File: config.mk
export PLATFORM = sky130hd
export DESIGN_NAME = score_digits
export DESIGN_NICKNAME = d
export VERILOG_FILES = /design/src/rtl/score_digits.sv
export SDC_FILE = /design/constraint.sdc
export NUM_CORES = 1
export LEC_CHECK = 0
export BUFFER_PORTS_ARGS = -buffer_cell sky130_fd_sc_hd__buf_4
export CELL_PAD_IN_SITES_DETAIL_PLACEMENT = 0
export CELL_PAD_IN_SITES_GLOBAL_PLACEMENT = 2
export CORE_ASPECT_RATIO = 0.6
export CORE_UTILIZATION = 40
export DETAILED_ROUTE_END_ITERATION = 10
export HOLD_SLACK_MARGIN = 0.06
export PLACE_DENSITY = 0.87
export REMOVE_ABC_BUFFERS = 1
export SYNTH_ARGS = -nofsm -noshare
export SYNTH_HDL_FRONTEND = slang
export SYNTH_SLANG_ARGS = --single-unit
File: constraint.sdc
create_clock -name pixel_clk -period 8.19 [get_ports pixel_clk]
set_clock_uncertainty 0.05 [all_clocks]
set_input_delay 0 -clock pixel_clk [delete_from_list [all_inputs] [get_ports pixel_clk]]
set_output_delay 0 -clock pixel_clk [all_outputs]
set_load 0.01 [all_outputs]
File: src/rtl/score_digits.sv
// Four-digit score overlay: double-dabble binary-to-BCD converter, vsync-synchronised digit
// update and a 5-stage glyph-ROM pixel pipeline. Define SCORE_LZ_BLANK_EN to blank leading zeros.
module score_digits #(
    parameter logic [10:0] X0     = 11'd40,
    parameter logic [9:0]  Y0     = 10'd20,
    parameter int unsigned WIDTH  = 25,
    parameter int unsigned HEIGHT = 52,
    parameter int unsigned GAP    = 5,
    parameter logic [23:0] COLOR  = 24'hFF_FF_FF
) (
    input  logic        pixel_clk,
    input  logic        reset,
    input  logic [10:0] hcount,
    input  logic [9:0]  vcount,
    input  logic        hsync,
    input  logic        vsync,
    input  logic        blank,
    input  logic [13:0] score,
    input  logic        score_valid,
    output logic        busy,
    output logic [13:0] rom_addr,
    input  logic        rom_data,
    output logic [23:0] pixel,
    output logic        hsync_out,
    output logic        vsync_out,
    output logic        blank_out
);

    typedef enum logic [1:0] {StIdle, StShift, StCommit} state_e;

    state_e      state_q, state_d;
    logic        start_q;
    logic [13:0] score_q;
    logic [13:0] bin_q, bin_d;
    logic [15:0] bcd_q, bcd_d;
    logic [3:0]  cnt_q, cnt_d;
    logic        commit;
    logic [15:0] adj;

    logic        pending_q;
    logic        vs_prev_q;
    logic        vs_fall;
    logic [3:0]  pend_q [4];
    logic [3:0]  disp_q [4];
    logic [3:0]  lit;

    logic        hit;
    logic [1:0]  idx;
    logic [10:0] lx;
    logic [9:0]  ly;
    logic [31:0] base;
    logic [31:0] hc;
    logic [31:0] vc;

    logic        in_box1_q, in_box2_q, in_box3_q, in_box4_q;
    logic [1:0]  idx1_q;
    logic [10:0] lx1_q;
    logic [9:0]  ly1_q;
    logic [13:0] rom_addr_q;
    logic [23:0] pixel_q;
    logic [4:0]  hs_dly_q, vs_dly_q, bl_dly_q;

    // A one-cycle start register sits ahead of the FSM, so busy spans 1 + 14 + 1 cycles.
    assign busy    = start_q || (state_q != StIdle);
    assign vs_fall = vs_prev_q && !vsync;

    always_ff @(posedge pixel_clk) begin
        if (reset) begin
            state_q <= StIdle;
            start_q <= 1'b0;
            score_q <= '0;
            bin_q   <= '0;
            bcd_q   <= '0;
            cnt_q   <= '0;
        end else begin
            state_q <= state_d;
            bin_q   <= bin_d;
            bcd_q   <= bcd_d;
            cnt_q   <= cnt_d;
            start_q <= score_valid && !busy;
            if (score_valid && !busy) begin
                score_q <= (score > 14'd9999) ? 14'd9999 : score;
            end
        end
    end

    always_comb begin
        state_d = state_q;
        bin_d   = bin_q;
        bcd_d   = bcd_q;
        cnt_d   = cnt_q;
        commit  = 1'b0;
        adj     = bcd_q;
        unique case (state_q)
            StIdle: begin
                if (start_q) begin
                    state_d = StShift;
                    bin_d   = score_q;
                    bcd_d   = '0;
                    cnt_d   = '0;
                end
            end
            StShift: begin
                for (int n = 0; n < 4; n++) begin
                    if (adj[n*4 +: 4] >= 4'd5) adj[n*4 +: 4] = adj[n*4 +: 4] + 4'd3;
                end
                {bcd_d, bin_d} = {adj[14:0], bin_q, 1'b0};
                cnt_d = cnt_q + 4'd1;
                if (cnt_q == 4'd13) state_d = StCommit;
            end
            StCommit: begin
                commit  = 1'b1;
                state_d = StIdle;
            end
            default: state_d = StIdle;
        endcase
    end

    // A commit landing on the vsync edge is shown immediately and never left pending.
    always_ff @(posedge pixel_clk) begin
        if (reset) begin
            pending_q <= 1'b0;
            vs_prev_q <= 1'b1;
            for (int k = 0; k < 4; k++) begin
                pend_q[k] <= '0;
                disp_q[k] <= '0;
            end
        end else begin
            vs_prev_q <= vsync;
            if (commit) begin
                pending_q <= !vs_fall;
                for (int k = 0; k < 4; k++) pend_q[k] <= bcd_q[(3-k)*4 +: 4];
            end else if (vs_fall) begin
                pending_q <= 1'b0;
            end
            if (vs_fall && commit) begin
                for (int k = 0; k < 4; k++) disp_q[k] <= bcd_q[(3-k)*4 +: 4];
            end else if (vs_fall && pending_q) begin
                for (int k = 0; k < 4; k++) disp_q[k] <= pend_q[k];
            end
        end
    end

`ifdef SCORE_LZ_BLANK_EN
    always_comb begin
        lit    = 4'b0000;
        lit[0] = (disp_q[0] != 4'd0);
        lit[1] = lit[0] || (disp_q[1] != 4'd0);
        lit[2] = lit[1] || (disp_q[2] != 4'd0);
        lit[3] = 1'b1;
    end
`else
    assign lit = 4'b1111;
`endif

    always_comb begin
        hc   = 32'(hcount);
        vc   = 32'(vcount);
        hit  = 1'b0;
        idx  = 2'd0;
        lx   = '0;
        base = '0;
        ly   = 10'(vc - 32'(Y0));
        if (vc >= 32'(Y0) && vc < 32'(Y0) + HEIGHT) begin
            for (int k = 0; k < 4; k++) begin
                base = 32'(X0) + 32'(k) * (WIDTH + GAP);
                if (hc >= base && hc < base + WIDTH) begin
                    hit = 1'b1;
                    idx = 2'(k);
                    lx  = 11'(hc - base);
                end
            end
        end
    end

    always_ff @(posedge pixel_clk) begin
        if (reset) begin
            in_box1_q  <= 1'b0;
            in_box2_q  <= 1'b0;
            in_box3_q  <= 1'b0;
            in_box4_q  <= 1'b0;
            idx1_q     <= '0;
            lx1_q      <= '0;
            ly1_q      <= '0;
            rom_addr_q <= '0;
            pixel_q    <= '0;
            hs_dly_q   <= '1;
            vs_dly_q   <= '1;
            bl_dly_q   <= '1;
        end else begin
            in_box1_q  <= hit;
            idx1_q     <= idx;
            lx1_q      <= lx;
            ly1_q      <= ly;
            // Blanked leading zeros still address the ROM; only the pixel is suppressed.
            in_box2_q  <= in_box1_q && lit[idx1_q];
            rom_addr_q <= in_box1_q ? (14'(disp_q[idx1_q]) * 14'(WIDTH * HEIGHT)
                                       + 14'(ly1_q) * 14'(WIDTH) + 14'(lx1_q)) : 14'd0;
            in_box3_q  <= in_box2_q;
            in_box4_q  <= in_box3_q;
            pixel_q    <= (in_box4_q && rom_data && !bl_dly_q[3]) ? COLOR : 24'd0;
            hs_dly_q   <= {hs_dly_q[3:0], hsync};
            vs_dly_q   <= {vs_dly_q[3:0], vsync};
            bl_dly_q   <= {bl_dly_q[3:0], blank};
        end
    end

    assign rom_addr  = rom_addr_q;
    assign pixel     = pixel_q;
    assign hsync_out = hs_dly_q[4];
    assign vsync_out = vs_dly_q[4];
    assign blank_out = bl_dly_q[4];

endmodule
==> results of run 1 <==
==> critical path, stage by stage, from the launching register on <==
cell	delay (ns)
dfxtp_1	0.47
mux4_1	0.66
ha_1	0.23
ha_1	0.37
ha_1	0.27
a21o_1	0.16
nand2_1	0.07
xnor2_1	0.14
fa_1	0.48
inv_1	0.04
ha_1	0.29
ha_1	0.30
ha_1	0.22
nor4_1	0.30
nand3_1	0.13
a31oi_1	0.21
xnor2_1	0.13
nor2_1	0.05
==> path summary, 6_finish.rpt <==
check	end	slack, ns	depth (start not counted)
setup / recovery	rom_addr[13]	3.52	17
hold / removal	lx1_q[3]	0.09	5
setup reg to reg	rom_addr[13]	3.52	17
hold reg to reg	vs_dly_q[2]	0.36	1
==> logic make-up after synthesis <==
family                     Yosys count  share of synthesized area
AOI/OAI and AO/OA                  141                      0.114
xor gates and xnor gates            29                     0.0327
muxes                                6                     0.0153
adders and majority gates           92                      0.172
buffers and inverters              135                     0.0767
DFF                                141                      0.405
and+or+nand+nor                    290                      0.184
==> cell usage after synthesis, types with 4 or more instances <==
library cell	number	share of area
nor3_1	28	0.018
nand2_1	47	0.023
xor2_1	8	0.0090
buf_4	23	0.022
and2_1	23	0.019
nor2_1	99	0.048
a22oi_1	7	0.0068
a21oi_1	48	0.031
nor3b_1	6	0.0058
clkbuf_1	21	0.010
ha_1	67	0.11
fa_1	25	0.064
inv_1	87	0.042
o21ai_0	33	0.021
a21o_1	5	0.0048
o22ai_1	4	0.0032
nand2b_1	12	0.0097
dfxtp_1	109	0.28
a22o_1	17	0.019
edfxtp_1	32	0.12
nor4_1	5	0.0040
xnor2_1	21	0.024
nor2b_1	22	0.018
a31oi_1	9	0.0072
or2_2	17	0.014
nand3_1	14	0.0090
==> power by group <==
part	internal (W)	leakage (nW)	switching, W
Clock	0.000426	0.283	0.000334
Combinational	0.000168	2.75	0.000201
Sequential	0.000736	1.20	0.0000151
Total	0.00133	4.24	0.000551
==> final cells by class <==
cell class | count | area [µm²]
fillers | 1755 | 9390
multi-input cells | 558 | 4030
flip-flops and latches | 141 | 3140
repair buffers | 147 | 1250
clock buffers | 19 | 464
inverters | 87 | 327
well taps | 246 | 308
clock inverters | 13 | 116
==> stage by stage <==
step	setup WS, ns	std cells	instance area, µm²
CTS	3.51	1211	9640
detailed placement	3.54	1120	8470
floorplan	3.88	786	7500
global route	3.15	1211	9640
global placement	3.60	1120	8470
finish	3.52	1211	9640
==> registers in the layout, indices dropped and copies added (netlist names), named ones only <==
| signal | cells |
|---|---|
| in_box3_q | 1 |
| rom_addr | 14 |
| hs_dly_q | 5 |
| in_box2_q | 1 |
| bin_q | 14 |
| bl_dly_q | 5 |
| pend_q | 16 |
| vs_dly_q | 5 |
| ly1_q | 10 |
| state_q | 2 |
| in_box1_q | 1 |
| bcd_q | 16 |
| start_q | 1 |
| in_box4_q | 1 |
| disp_q | 16 |
| pixel | 1 |
| lx1_q | 11 |
| pending_q | 1 |
| score_q | 14 |
| cnt_q | 4 |
==> per-layer routing <==
layer | track usage | wire, µm
met4 | 0.0516 | 159
met3 | 0.0354 | 609
met1 | 0.282 | 9810
met2 | 0.248 | 6770
met5 | 0 | 0
==> timing repair <==
item | in CTS | in global routing
resized for setup | 0 | 0
endpoints found under the hold margin | 47 | 0
hold buffers | 59 | 0
endpoints found under the setup margin | 0 | 0
==> results.json, run 1 <==
{
  "avgSynthCellArea_um2": 9.31,
  "numCtsBuffers": 17,
  "synth-edff-count": 32,
  "ys_types": 56,
  "clk_transition_reported_paths_ns": 0.07,
  "cp-start-kind": "flip-flop",
  "ys_warn_count": 0,
  "power_density_nw_per_um2": 195,
  "hold-worst-slack_ns": 0.0865,
  "vias_per_cell": 4.80,
  "grt_pass1_vias": 5254,
  "firstDrtPassIters": 7,
  "grt_pass1_wl_mm": 27.8,
  "drive_above_1_share": 0.150,
  "slew_headroom": 0.297,
  "antenna_found_initial": 0,
  "setup_violations": 0,
  "core_um2": 19000,
  "synthFlopType": "dfxtp_1",
  "syn_inst": 834,
  "setup_tns_ns": 0,
  "drt-total-wl_mm": 17.3,
  "clock_latency_ns": 0.43,
  "nets": 1086,
  "worst_slew_pin_slew_ns": 1.05,
  "diodes": 0,
  "min_from": "hcount[3]",
  "final_cell_mix": "dfxtp_1 (109), nor2_1 (99), buf_4 (88)",
  "synth_seq_cells": 141,
  "crit_type": "reg -> reg",
  "wl_per_cell_um": 14.3,
  "htree_num_levels": 4,
  "area_growth_pct": 24.1,
  "rows": 39,
  "total_power_w": 0.00188,
  "numPortBuffers": 83,
  "cp_data_arrival_time_ns": 4.92,
  "seq_area_frac_synth": 0.405,
  "crit_path_end_kind": "flip-flop",
  "hold_viol_final": 0,
  "detail-route-antenna-nets": 0,
  "syn_area_um2": 7770,
  "rsz0062_at_grt": "false",
  "die_area_um2": 20000,
  "drt_iter0_drc": 422,
  "grtUsageTotal": 0.181,
  "synthArstFlopShare": 0,
  "critPathMaxFanout": 4,
  "die_h_um": 110,
  "layout_commonest_cell": "dfxtp_1",
  "drcViolationCount": 0,
  "cts_sinks": 141,
  "route.vias.total": 5818,
  "post-cts-setup-buffer-count": 0,
  "cts_tree": "built",
  "worstPathRequired_ns": 8.44,
  "cts_root_buf": "clkbuf_16",
  "clockBufferDepth": 2,
  "die_x_um": 182,
  "slew_viol_final": 0,
  "hpwl_mm": 12.4,
  "grt_max_degree": 66,
  "gp_congestion": 0.897,
  "max_freq_ghz": 0.214,
  "post-route-util": 0.507,
  "num_io_pins": 84,
  "hp-class": "in -> reg",
  "start_util": 0.408,
  "status": "finished, final reports clean",
  "overflow": 0,
  "post-route-period-util": 0.571,
  "vdd_drop_max_mv": 0.159,
  "power_leakage_nw": 4.24,
  "final.min_clock_period_ns": 4.67,
  "cap_violations": 0
}
Power figures use the tool's default switching activity.
==> inputs of run 2 (changes only) <==
Settings changed: CORE_UTILIZATION 40 to 37, PLACE_DENSITY 0.87 to 0.82.
Clock period 8.19 ns to 4.6 ns, I/O delays scaled along.
==> run 2 against run 1 <==
Combinational power is 84% higher. Total power up 80%. Flip-flop and latch count unchanged. Non-clock buffer count grew 9. Cell area is 1.3% higher. Largest cell class unchanged.
==> results.json, run 2 (synthesis gave the netlist of run 1 again) <==
{
  "setup_violations": 0,
  "seq_power_share": 0.396,
  "final_cell_mix": "dfxtp_1 (108), nor2_1 (99), buf_4 (94)",
  "place_area_um2": 8550,
  "route.vias.total": 5932,
  "grt_util_met3": 0.0392,
  "firstDrtPassIters": 5,
  "hpwl_mm": 13.1,
  "reg_top3": "bcd_q x16, disp_q x16, pend_q x16",
  "hp-class": "in -> reg",
  "post-route-util": 0.482,
  "hold-worst-slack_ns": 0.0923,
  "nets": 1095,
  "slew_viol_final": 0,
  "fin_ws_ns": 0.258,
  "min_from": "hcount[7]",
  "r2r-end": "rom_addr[12]",
  "numPortBuffers": 83,
  "diodes": 0,
  "drive_above_1_share": 0.158,
  "layout_commonest_cell": "dfxtp_1",
  "numCtsBuffers": 17,
  "critical_path_buf_inv_count": 1,
  "worstPathRequired_ns": 4.84,
  "cp_data_arrival_time_ns": 4.58,
  "p_int_w": 0.00242,
  "drt_iter0_drc": 421,
  "clock_latency_ns": 0.42,
  "grtUsageMet1": 0.281,
  "r2r.worst_path.cells": 17,
  "vias_per_cell": 4.76,
  "top_usage_layer": "met1",
  "antenna_found_initial": 0,
  "ff_latch_area_um2": 3150,
  "critPathMaxFanout": 4,
  "overflow": 0,
  "worstHoldPathCells": 5,
  "final.min_clock_period_ns": 4.34,
  "grt_max_degree": 46,
  "cts_sinks": 141,
  "vdd_drop_max_mv": 0.222,
  "wl_per_cell_um": 14.4,
  "cp-start-kind": "flip-flop",
  "multiInputGateArea_um2": 4040,
  "clk_transition_reported_paths_ns": 0.06,
  "switching_power_w": 0.000958,
  "cpMostUsedCell": "ha_1",
  "slew_headroom": 0.314,
  "worst_path_dominant_cell_family": "adder cells",
  "cpMaxStageDelayCell": "mux4_2",
  "rsz0062_at_grt": "false",
  "num_io_pins": 84,
  "post-route-period-util": 0.944,
  "cap_violations": 0,
  "clkPwrFrac": 0.403,
  "rows": 40,
  "drt-total-wl_mm": 17.9,
  "grt_pass1_wl_mm": 29.2,
  "place_ws_ns": 0.0340,
  "cts_root_buf": "clkbuf_16",
  "status": "finished, final reports clean",
  "grt_use_met2": 0.221,
  "slowest_delay_ns": 0.55,
  "die_x_um": 189,
  "area_growth_pct": 25.7,
  "drcViolationCount": 0,
  "setup_tns_ns": 0,
  "start_util": 0.383,
  "cts_tree": "built",
  "p_sw_frac": 0.284,
  "htree_num_levels": 4,
  "fill_cells": 1889,
  "hold_path_end": "lx1_q[4]",
  "detail-route-antenna-nets": 0,
  "clockBufferDepth": 2,
  "hold_viol_final": 0,
  "power_frac_comb": 0.201,
  "gp_congestion": 0.836,
  "crit_path_end_kind": "flip-flop",
  "worst_slew_pin_slew_ns": 1.02,
  "fin_area_um2": 9770,
  "power_leakage_nw": 4.27,
  "grt_pass1_vias": 5506,
  "die_area_um2": 21600,
  "crit_type": "reg -> reg",
  "core_um2": 20300,
  "rrSetupSlack_ns": 0.26,
  "max_freq_ghz": 0.230,
  "grtUsageTotal": 0.173,
  "power_density_nw_per_um2": 346,
  "crit_chain": "mux4_2 -> ha_1 -> ha_1 -> ha_1 -> a21o_1 -> nand2_1 -> xnor2_1 -> fa_1 -> inv_1 -> ha_1 -> ha_1 -> ha_1 -> nor4_2 -> nand2_1 -> a22oi_2 -> xor2_1 -> nor2_1",
  "die_h_um": 114
}
run 2: cell count changes in the layout (fill, tap and decap cells not counted), sizes merged:
cell / previous run / this run
bufinv: 0 / 1
inv: 97 / 93
dlygate4sd3: 59 / 62
clkinv: 1 / 3
clkbuf: 19 / 20
buf: 88 / 94
run 2: worst max-delay path by stage:
stage          cells past startpoint           end  slack (ns)      start
3_5_place_dp                      17  rom_addr[13]        0.03  flip-flop
3_3_place_gp                      17  rom_addr[13]        0.08  flip-flop
4_1_cts                           17  rom_addr[12]        0.07  flip-flop
5_1_grt                           17  rom_addr[13]      0.0003  flip-flop
6_report                          17  rom_addr[12]        0.26  flip-flop
2_1_floorplan                     17  rom_addr[12]        0.29  flip-flop
run 2: timing repair:
| action | CTS | global route |
|---|---|---|
| hold buffers | 62 | 0 |
| setup buffers | 0 | 0 |
| setup endpoints to repair | 2 | 2 |
| hold endpoints to repair | 47 | 0 |
| pin swaps | 0 | 1 |
| gates resized for setup | 1 | 5 |
run 2: through the flow:
stage,power (W),instances
after floorplan,0.00181,786
after global placement,0.00200,1153
after detailed placement,0.00199,1153
after CTS,0.00341,1247
after global routing,0.00358,1247
final,0.00338,1247
run 2: area by class of cell:
cell class,count,share of cell area
timing repair buffer,156,0.136
inverter,87,0.0334
tap,273,0.0350
sequential,141,0.322
clock buffer,20,0.0479
clock inverter,12,0.0124
multi-input combinational,558,0.413
run 2: worst register-to-register path, cell delays in order, from the launching register on:
cell,delay [ns]
dfxtp_4,0.39
mux4_2,0.55
ha_1,0.32
ha_1,0.24
ha_1,0.22
a21o_1,0.18
nand2_1,0.08
xnor2_1,0.08
fa_1,0.48
inv_1,0.05
ha_1,0.29
ha_1,0.31
ha_1,0.23
nor4_2,0.24
nand2_1,0.10
a22oi_2,0.19
xor2_1,0.16
nor2_1,0.06
run 2: power by group through the flow:
stage	Combinational (W)	Sequential [W]	Clock, W
after floorplan	0.000448	0.00136	0
after global placement	0.000631	0.00136	0
after detailed placement	0.000623	0.00136	0
after CTS	0.000672	0.00134	0.00140
after global routing	0.000776	0.00134	0.00146
final	0.000679	0.00134	0.00136
run 2: metal layers:
layer	vias up	routed length, µm
li1	3041	-
met1	2731	10100
met2	143	6720
met3	17	966
met4	0	159
met5	-	0
